### src/rtl/key_line_ctrl.sv
// key_line_ctrl: turns PS/2 key-event bytes into a line of glyph cells with
// per-cell error flags, and serves a registered read port to the renderer.
module key_line_ctrl #(
    parameter int unsigned COLS = 32
) (
    input  logic       clk,
    input  logic       rst,
    input  logic       key_valid,
    input  logic [7:0] key_code,
    input  logic       key_err,
    input  logic [5:0] rd_col,
    output logic [5:0] rd_glyph,
    output logic       rd_err,
    output logic [5:0] cursor,
    output logic       full,
    output logic       busy,
    output logic       overflow
);

    localparam int unsigned IW    = $clog2(COLS);
    localparam logic [5:0]  COLS6 = 6'(COLS);
    localparam logic [5:0]  BLANK = 6'd63;

    localparam logic [1:0] ST_CLEAR = 2'd0;
    localparam logic [1:0] ST_IDLE  = 2'd1;
    localparam logic [1:0] ST_BREAK = 2'd2;
    localparam logic [1:0] ST_EXT   = 2'd3;

    logic [1:0]    state, state_nxt;
    logic [IW-1:0] clr_idx, clr_nxt;
    logic [5:0]    cursor_nxt;
    logic          ovf_nxt;
    logic          wr_en;
    logic [IW-1:0] wr_idx;
    logic [5:0]    wr_glyph;
    logic          wr_err;
    logic [6:0]    map_c;

    logic [5:0]    glyph_mem [COLS];
    logic [COLS-1:0] err_mem;

    // Scan code -> {mapped, glyph index}
    function automatic logic [6:0] map_code(input logic [7:0] c);
        logic [6:0] r;
        r = 7'd0;
        case (c)
            8'h15: r = {1'b1, 6'd0};   8'h1D: r = {1'b1, 6'd1};
            8'h24: r = {1'b1, 6'd2};   8'h2D: r = {1'b1, 6'd3};
            8'h2C: r = {1'b1, 6'd4};   8'h35: r = {1'b1, 6'd5};
            8'h3C: r = {1'b1, 6'd6};   8'h43: r = {1'b1, 6'd7};
            8'h44: r = {1'b1, 6'd8};   8'h4D: r = {1'b1, 6'd9};
            8'h1C: r = {1'b1, 6'd10};  8'h1B: r = {1'b1, 6'd11};
            8'h23: r = {1'b1, 6'd12};  8'h2B: r = {1'b1, 6'd13};
            8'h34: r = {1'b1, 6'd14};  8'h33: r = {1'b1, 6'd15};
            8'h3B: r = {1'b1, 6'd16};  8'h42: r = {1'b1, 6'd17};
            8'h4B: r = {1'b1, 6'd18};  8'h1A: r = {1'b1, 6'd19};
            8'h22: r = {1'b1, 6'd20};  8'h21: r = {1'b1, 6'd21};
            8'h2A: r = {1'b1, 6'd22};  8'h32: r = {1'b1, 6'd23};
            8'h31: r = {1'b1, 6'd24};  8'h3A: r = {1'b1, 6'd25};
            8'h45: r = {1'b1, 6'd26};  8'h16: r = {1'b1, 6'd27};
            8'h1E: r = {1'b1, 6'd28};  8'h26: r = {1'b1, 6'd29};
            8'h25: r = {1'b1, 6'd30};  8'h2E: r = {1'b1, 6'd31};
            8'h36: r = {1'b1, 6'd32};  8'h3D: r = {1'b1, 6'd33};
            8'h3E: r = {1'b1, 6'd34};  8'h46: r = {1'b1, 6'd35};
            8'h41: r = {1'b1, 6'd36};  8'h49: r = {1'b1, 6'd37};
            8'h4A: r = {1'b1, 6'd38};  8'h4C: r = {1'b1, 6'd39};
            8'h52: r = {1'b1, 6'd40};  8'h4E: r = {1'b1, 6'd41};
            8'h55: r = {1'b1, 6'd42};  8'h54: r = {1'b1, 6'd43};
            8'h5B: r = {1'b1, 6'd44};  8'h5D: r = {1'b1, 6'd45};
            default: r = 7'd0;
        endcase
        return r;
    endfunction

    assign map_c = map_code(key_code);

    // Next-state, cursor and buffer-write decode
    always_comb begin
        state_nxt  = state;
        clr_nxt    = clr_idx;
        cursor_nxt = cursor;
        ovf_nxt    = 1'b0;
        wr_en      = 1'b0;
        wr_idx     = clr_idx;
        wr_glyph   = BLANK;
        wr_err     = 1'b0;
        case (state)
            ST_CLEAR: begin
                wr_en   = 1'b1;
                wr_idx  = clr_idx;
                clr_nxt = clr_idx + IW'(1);
                if (clr_idx == IW'(COLS - 1)) state_nxt = ST_IDLE;
            end
            ST_IDLE: begin
                if (key_valid) begin
                    case (key_code)
                        8'hF0: state_nxt = ST_BREAK;
                        8'hE0: state_nxt = ST_EXT;
                        8'h66: begin
                            if (cursor != 6'd0) begin
                                wr_en      = 1'b1;
                                wr_idx     = IW'(cursor - 6'd1);
                                cursor_nxt = cursor - 6'd1;
                            end
                        end
                        8'h5A: begin
                            cursor_nxt = 6'd0;
                            clr_nxt    = '0;
                            state_nxt  = ST_CLEAR;
                        end
                        default: begin
                            if (map_c[6]) begin
                                if (cursor < COLS6) begin
                                    wr_en      = 1'b1;
                                    wr_idx     = IW'(cursor);
                                    wr_glyph   = map_c[5:0];
                                    wr_err     = key_err;
                                    cursor_nxt = cursor + 6'd1;
                                end else begin
                                    ovf_nxt = 1'b1;
                                end
                            end
                        end
                    endcase
                end
            end
            ST_BREAK: begin
                if (key_valid) state_nxt = ST_IDLE;
            end
            default: begin
                if (key_valid) state_nxt = (key_code == 8'hF0) ? ST_BREAK : ST_IDLE;
            end
        endcase
    end

    // State, cursor and status registers
    always_ff @(posedge clk or posedge rst) begin
        if (rst) begin
            state    <= ST_CLEAR;
            clr_idx  <= '0;
            cursor   <= 6'd0;
            busy     <= 1'b1;
            full     <= 1'b0;
            overflow <= 1'b0;
        end else begin
            state    <= state_nxt;
            clr_idx  <= clr_nxt;
            cursor   <= cursor_nxt;
            busy     <= (state_nxt == ST_CLEAR);
            full     <= (cursor_nxt == COLS6);
            overflow <= ovf_nxt;
        end
    end

    // Line buffer write port (contents initialised by the clear sweep)
    always_ff @(posedge clk) begin
        if (wr_en) begin
            glyph_mem[wr_idx] <= wr_glyph;
            err_mem[wr_idx]   <= wr_err;
        end
    end

    // Registered read port, read-before-write, out-of-range reads blank
    always_ff @(posedge clk or posedge rst) begin
        if (rst) begin
            rd_glyph <= BLANK;
            rd_err   <= 1'b0;
        end else if (rd_col < COLS6) begin
            rd_glyph <= glyph_mem[IW'(rd_col)];
            rd_err   <= err_mem[IW'(rd_col)];
        end else begin
            rd_glyph <= BLANK;
            rd_err   <= 1'b0;
        end
    end

endmodule

### config.mk
export PLATFORM = sky130hd
export DESIGN_NAME = key_line_ctrl
export DESIGN_NICKNAME = d
export VERILOG_FILES = /design/src/rtl/key_line_ctrl.sv
export SDC_FILE = /design/constraint.sdc
export NUM_CORES = 1
export LEC_CHECK = 0
export CELL_PAD_IN_SITES_DETAIL_PLACEMENT = 2
export CELL_PAD_IN_SITES_GLOBAL_PLACEMENT = 2
export CORE_MARGIN = 5
export CORE_UTILIZATION = 45
export CTS_BUF_LIST = sky130_fd_sc_hd__clkbuf_2 sky130_fd_sc_hd__clkbuf_4 sky130_fd_sc_hd__clkbuf_8
export DETAILED_ROUTE_END_ITERATION = 16
export HOLD_SLACK_MARGIN = 0.03
export PLACE_DENSITY = 0.88
export SLEW_MARGIN = 40
export SYNTH_ARGS = -nofsm -noshare
export SYNTH_HDL_FRONTEND = slang
export SYNTH_SLANG_ARGS = --single-unit
export TNS_END_PERCENT = 5
### constraint.sdc
create_clock -name clk -period 5.06 [get_ports clk]
set_input_delay 1.265 -clock clk [delete_from_list [all_inputs] [get_ports clk]]
set_output_delay 1.265 -clock clk [all_outputs]
set_load 0.005 [all_outputs]
# ---- Yosys cells after proc, flatten, opt, wreduce, memory -nomap -nowiden
# Memory sizes are Yosys's and may differ from the RTL's.
# Index checks and enable logic that the tools add are counted.
dict set report totals {
  register_bits 55
  latch_bits 0
  ram_bits 192
  rom_bits 896
  inputBits 18
  output_inout_bits 16
  elab_cells 91
  mem_count 2
}
dict set report classes {
  n_addsub 3
  multipliers 0
  div_mod_pow 0
  order_cmp 5
  n_eq_ne 10
  n_shift 0
  mux 53
  bitwise 0
  n_reduce_logical 9
}
# memory depth word_bits read_ports rd_clocked_by_memory_dff write_ports line
set memory_table {}
lappend memory_table {{(no name shown)} 128 7 1 0 0 46} ;# case (c)
lappend memory_table {glyph_mem 32 6 1 0 1 39} ;# logic [5:0] glyph_mem [COLS];
# op count
set op_table {}
lappend op_table {{6-bit 2-to-1 mux} 11}
lappend op_table {{5-bit 2-to-1 mux} 7}
lappend op_table {{32-bit bitwise mux} 1}
lappend op_table {{5-bit case mux with 2 select lines} 2}
lappend op_table {{1-bit 2-to-1 mux} 19}
lappend op_table {{6-bit case mux with 3 select lines} 1}
lappend op_table {{8-bit by 7-bit == test with 1-bit output (second input constant)} 2}
lappend op_table {{8-bit == test (second input constant)} 2}
lappend op_table {{5-bit by 6-bit less-than comparator with 1-bit output (second input constant)} 2}
lappend op_table {{6-bit less-than comparator (second input constant)} 2}
lappend op_table {{2-bit case mux with 3 select lines} 2}
lappend op_table {{2-bit 2-to-1 mux} 5}
lappend op_table {{7-bit 2-to-1 mux} 1}
lappend op_table {{6-bit by 1-bit adder with 6-bit output (second input constant)} 1}
lappend op_table {{6-bit == test (second input constant)} 1}
lappend op_table {{6-bit nonzero test} 1}
lappend op_table {{6-bit by 1-bit subtractor with 6-bit output (second input constant)} 1}
lappend op_table {{5-bit by 1-bit adder with 5-bit output (second input constant)} 1}
lappend op_table {{1-bit binary-select mux with 5-bit select} 1}
lappend op_table {{1-bit demux with 5-bit select} 1}
lappend op_table {{5-bit == test (second input constant)} 1}
lappend op_table {{5-bit by 1-bit >= comparator with 1-bit output (second input constant)} 1}
lappend op_table {{2-bit zero test} 2}
lappend op_table {{1-bit case mux with 2 select lines} 2}
lappend op_table {{10 further kinds} 10}

# ---- Depth between registers and ports, before layout
# Gate-level depths: netlist of run 1.
dict set report depth {
  depth_word 11
  mapped_depth 12
  ltp_nobuf 10
}

# ---- Worst setup path after synthesis of run 1
# No wires, ideal clock.
dict set report synth_timing {
  path_kind {input-to-reg}
  start {input port key_code[3]}
  end {memory glyph_mem[0][3], data pin}
  arrival_time_ns 3.698
  required_ns 4.606
  path_slack_ns 0.907
  cell_stages 7
  path_buffers 3
  path_cell_list {buf_2 > clkbuf_1 > clkbuf_1 > a21oi_1 > nor4b_1 > a21oi_1 > o21ai_0}
}
dict set report synth_between {
  elab_chain_cells 7
  elab_cells_between_ends 12
  cone_classes {4 x eq/ne; 6 x mux; 1 x reduce/logical; 1 x memory}
}
# item line
set synth_lines {}
lappend synth_lines {{start, declared} 9} ;# input logic [7:0] key_code,
lappend synth_lines {{memory 128 x 7 bit} --}
lappend synth_lines {{7-bit 2-to-1 mux} 46}
lappend synth_lines {{6-bit 2-to-1 mux} 113} ;# if (cursor < COLS6) begin
lappend synth_lines {{6-bit 2-to-1 mux} 112} ;# if (map_c[6]) begin
lappend synth_lines {{6-bit 2-to-1 mux (*)} 96} ;# case (key_code)
lappend synth_lines {{6-bit 2-to-1 mux (*)} 95} ;# if (key_valid) begin
lappend synth_lines {{6-bit 2-to-1 mux (*)} 87} ;# case (state)
lappend synth_lines {{named net wr_glyph[3]} 35} ;# logic [5:0] wr_glyph;
lappend synth_lines {{end, declared} 39}
# Mark *: on every way through the listed nets, which the timed path passes. The rest lies on a longest branch.

# ---- Final worst setup path of run 1
dict set report layout_timing {
  start {input port key_code[0]}
  end {register err_mem[21], enable pin}
}
dict set report layout_between {
  elab_chain_cells 6
  elab_cells_between_ends 11
  cone_classes {4 x eq/ne; 5 x mux; 1 x reduce/logical; 1 x memory}
}
# item line
set layout_lines {}
lappend layout_lines {{memory 128 x 7 bit} --}
lappend layout_lines {{7-bit 2-to-1 mux} 46}
lappend layout_lines {{1-bit 2-to-1 mux} 112}
lappend layout_lines {{1-bit case mux with 2 select lines (*)} 96}
lappend layout_lines {{1-bit 2-to-1 mux (*)} 95}
lappend layout_lines {{1-bit case mux with 2 select lines (*)} 87}
lappend layout_lines {{end signal, assigned by index} 159} ;# err_mem[wr_idx] <= wr_err;
lappend layout_lines {{end, declared} 40} ;# logic [COLS-1:0] err_mem;
# Mark *: on every way between the ends. The rest lies on a longest branch, timed or not.
# A chain may end at the register's enable or synchronous reset.

==> summary.md, run 1 <==
| Metric | Value |
|---|---|
| Min-delay worst type | `reg2reg` |
| Max-Cap Viols | `0` |
| Final hold violations | `0` |
| Critical-path maximum fanout | `9` |
| Power Density | `between 400 and 500 nW/µm²` |
| Seq cells post-synth | `between 200 and 250` |
| Place WS | `-0.0985 ns` |
| Commonest register cell after synthesis | `edfxtp_1` |
| GRT overflow | `0` |
| Layout Skew | `between 0.02 and 0.025 ns` |
| Outcome | `complete, no violations` |
| Gr usage total | `0.250` |
| Top Ports | `34` |
| Worst-path clk slew | `around 0.06 ns` |
| Post-DP HPWL | `about 23000 µm` |
| Initial DRC Count | `634` |
| CTS tree | `done` |
| M2 GR Usage | `0.425` |
| CP startpoint kind | `input port` |
| Nets@finish | `between 800 and 900` |
| Final Power | `5290 µW` |
| Cts hold-fix bufs | `0` |
| Vias per cell | `roughly 6` |
| Maximum clock rate | `approximately 210 MHz` |
| WS Path Type | `in2reg` |
| Site Rows | `58` |
| Mean area per synthesized cell | `~17 µm²` |
| Post-route ant nets | `0` |
| Tmin final | `4.68 ns` |
| Core Area | `approximately 25000 µm²` |
| Crit. End Element | `register` |
| Gate Count Post-Synth | `between 600 and 700` |
| Fin crit share | `0.925` |
| Die ar. | `~28000 µm²` |
| Final worst slack | `0.377 ns` |
| Mapped Area | `11300 µm²` |
| Antenna violations before repair | `0` |
| Final setup viols | `0` |
| Clk sinks | `about 250` |
| WL/cell | `30.5 µm` |
| RSZ-0062 raised after global routing | `false` |
| Area Overhead vs Synth | `16.9%` |
| M3 GR Usage | `0.0404` |
| Port Buffers | `33` |
| Yosys warns | `0` |
| H-tree depth | `2` |
| Final RePlAce weighted congestion | `~0.86` |
| Max Root-Sink Buffers | `3` |
| First-pass DRT Iterations | `5` |
| Syn_nets | `about 710` |
| GR peak layer | `met2` |
| Post-synthesis sequential area ratio | `0.647` |
| Worst Tran Pin Value | `a little over 0.8 ns` |
| Synth cell types | `between 70 and 80` |
| Worst path cell trace | `clkdlybuf4s50_1 -> inv_1 -> ha_1 -> and2b_1 -> nand3_1 -> nor3_1 -> a211o_1 -> nor2b_1 -> a211oi_4 -> nand2_4 -> nor3_2` |
| Hold WS | `0.640 ns` |
| Leak pwr | `around 0.0043 µW` |
| GR Layer Usage met1 | `0.332` |
| Crit-path max cell delay | `around 0.63 ns` |
| Most common cell after layout, fill and taps aside | `edfxtp_1` |
| Die Span Y | `168 µm` |
| Starting density of the core | `0.452` |
| Pins Over Slew Limit | `0` |
| Post-synth EDFFs | `224` |
| Postcts setup bufs | `0` |
| FFs w/ async S/R, synth | `0.0931` |
| Post-CTS Resized | `0` |
| DR DRC count | `0` |
| Final WL | `between 30000 and 40000 µm` |
| Root Driver | `clkbuf_8` |
| Skew-Pair Late Insertion Delay | `roughly 0.55 ns` |
| Vias in the first global route | `7721` |
| CP max-delay cell | `nor3_2` |
| CP bufs+invs | `2` |
| Commonest cells after routing, fill and taps aside | `edfxtp_1 (224), mux4_2 (73), buf_4 (63), clkbuf_8 (46), nor2_1 (38)` |
| Sum Neg Setup Slack | `0 ns` |
| VDD IR max | `slightly above 0.0002 V` |
| N_diodes | `0` |
| Die W | `around 170 µm` |
| Critical Path RT | `5.24 ns` |
| TritonCTS Buffers | `42` |
| Share of cells above drive strength 1 | `0.331` |
| Max_slew headroom | `0.458` |
| Largest net degree at the start of global routing | `45` |
| Data arrival, critical path | `4.86 ns` |
| First-pass GRT wire length | `52600 µm` |
| Crit path max-delay family | `simple AND/OR/NAND/NOR gates` |
| DR vias | `~7000` |
[worst reg2reg max path: cells and delay by family, from the launching register on]
family,cells,cell delay (ns)
adder cells (fa/ha/maj),1,0.26
flip-flops,1,0.55
buffers and inverters,1,0.20
AO/OA/AOI/OAI,2,0.74
AND/OR/NAND/NOR,5,1.45
[power by group]
part | internal, µW | total (µW) | switching [µW]
registers | 2360 | 2480 | 124
clock network | 1030 | 1860 | 836
logic | 360 | 946 | 586
total | 3750 | 5290 | 1550
[stage by stage]
| step | area (µm²) | std cells | utilization |
|---|---|---|---|
| floorplan | 11300 | 681 | - |
| global placement | 12300 | 1068 | 0.494 |
| detailed placement | 12300 | 1068 | 0.494 |
| CTS | 13200 | 1145 | 0.529 |
| global route | 13200 | 1145 | 0.529 |
| finish | 13200 | 1145 | 0.529 |
[state kept, by name (all words and copies together), names as in the netlist]
register and flops:
state 2, full 1, clr_idx 5, busy 1, rd_err 1, glyph_mem 192
rd_glyph 6, err_mem 32, cursor 6, overflow 1
[final timing paths]
path                                to        start  depth (start not counted)  slack (ns)
max                        err_mem[21]  key_code[0]                         11        0.38
min                         clr_idx[3]   clr_idx[3]                          2        0.64
max reg2reg                err_mem[21]    cursor[0]                          9        1.50
min reg2reg                 clr_idx[3]   clr_idx[3]                          2        0.64
max in group asynchronous       rd_err          rst                          2        3.52
min in group asynchronous    cursor[0]          rst                          2        1.12
[layer usage]
metal	vias to the layer above	routed length, µm
met2	262	17700
met5	-	0
met4	0	1090
met1	3695	14500
li1	2958	-
met3	66	1640
[kinds of logic (layout without fill, tap and decap cells)]
logic type	count (synthesis)	in the layout	synth area share
flip-flops	247	247	0.647
AND/OR/NAND/NOR	177	177	0.0923
AO/OA/AOI/OAI	116	116	0.0762
multiplexers	77	77	0.149
buffers and inverters	48	182	0.0181
adder cells (fa/ha/maj)	13	13	0.0144
XOR/XNOR	3	3	0.00233
[cell usage after synthesis (9+ instances only)]
cell	count	area, µm²
nor3_1	9	45.0
a21oi_1	27	135
dfrtp_1	16	400
clkbuf_1	24	90.1
o21ai_0	26	130
ha_1	13	163
nor3_2	17	170
nor2b_1	14	87.6
nor2_1	38	143
nand2b_1	12	75.1
mux4_2	73	1640
edfxtp_1	224	6730
nand3_1	11	55.1
nand2_1	32	120
[final cells by class]
class                           instances  area, µm²
Clock inverter                         12       81.3
Sequential cell                       247       7310
Clock buffer                           65        776
Inverter                                9       36.3
Fill cell                            2280      11800
Tap cell                              330        413
Multi-Input combinational cell        386       3790
Timing Repair Buffer                   96        800
Power figures use the tool's default switching activity.
==> inputs of run 2 (changes only) <==
Settings changed: CAP_MARGIN from default to 20.
==> results of run 2 <==
No change in the layout: final DEF, timing and power equal those of run 1.
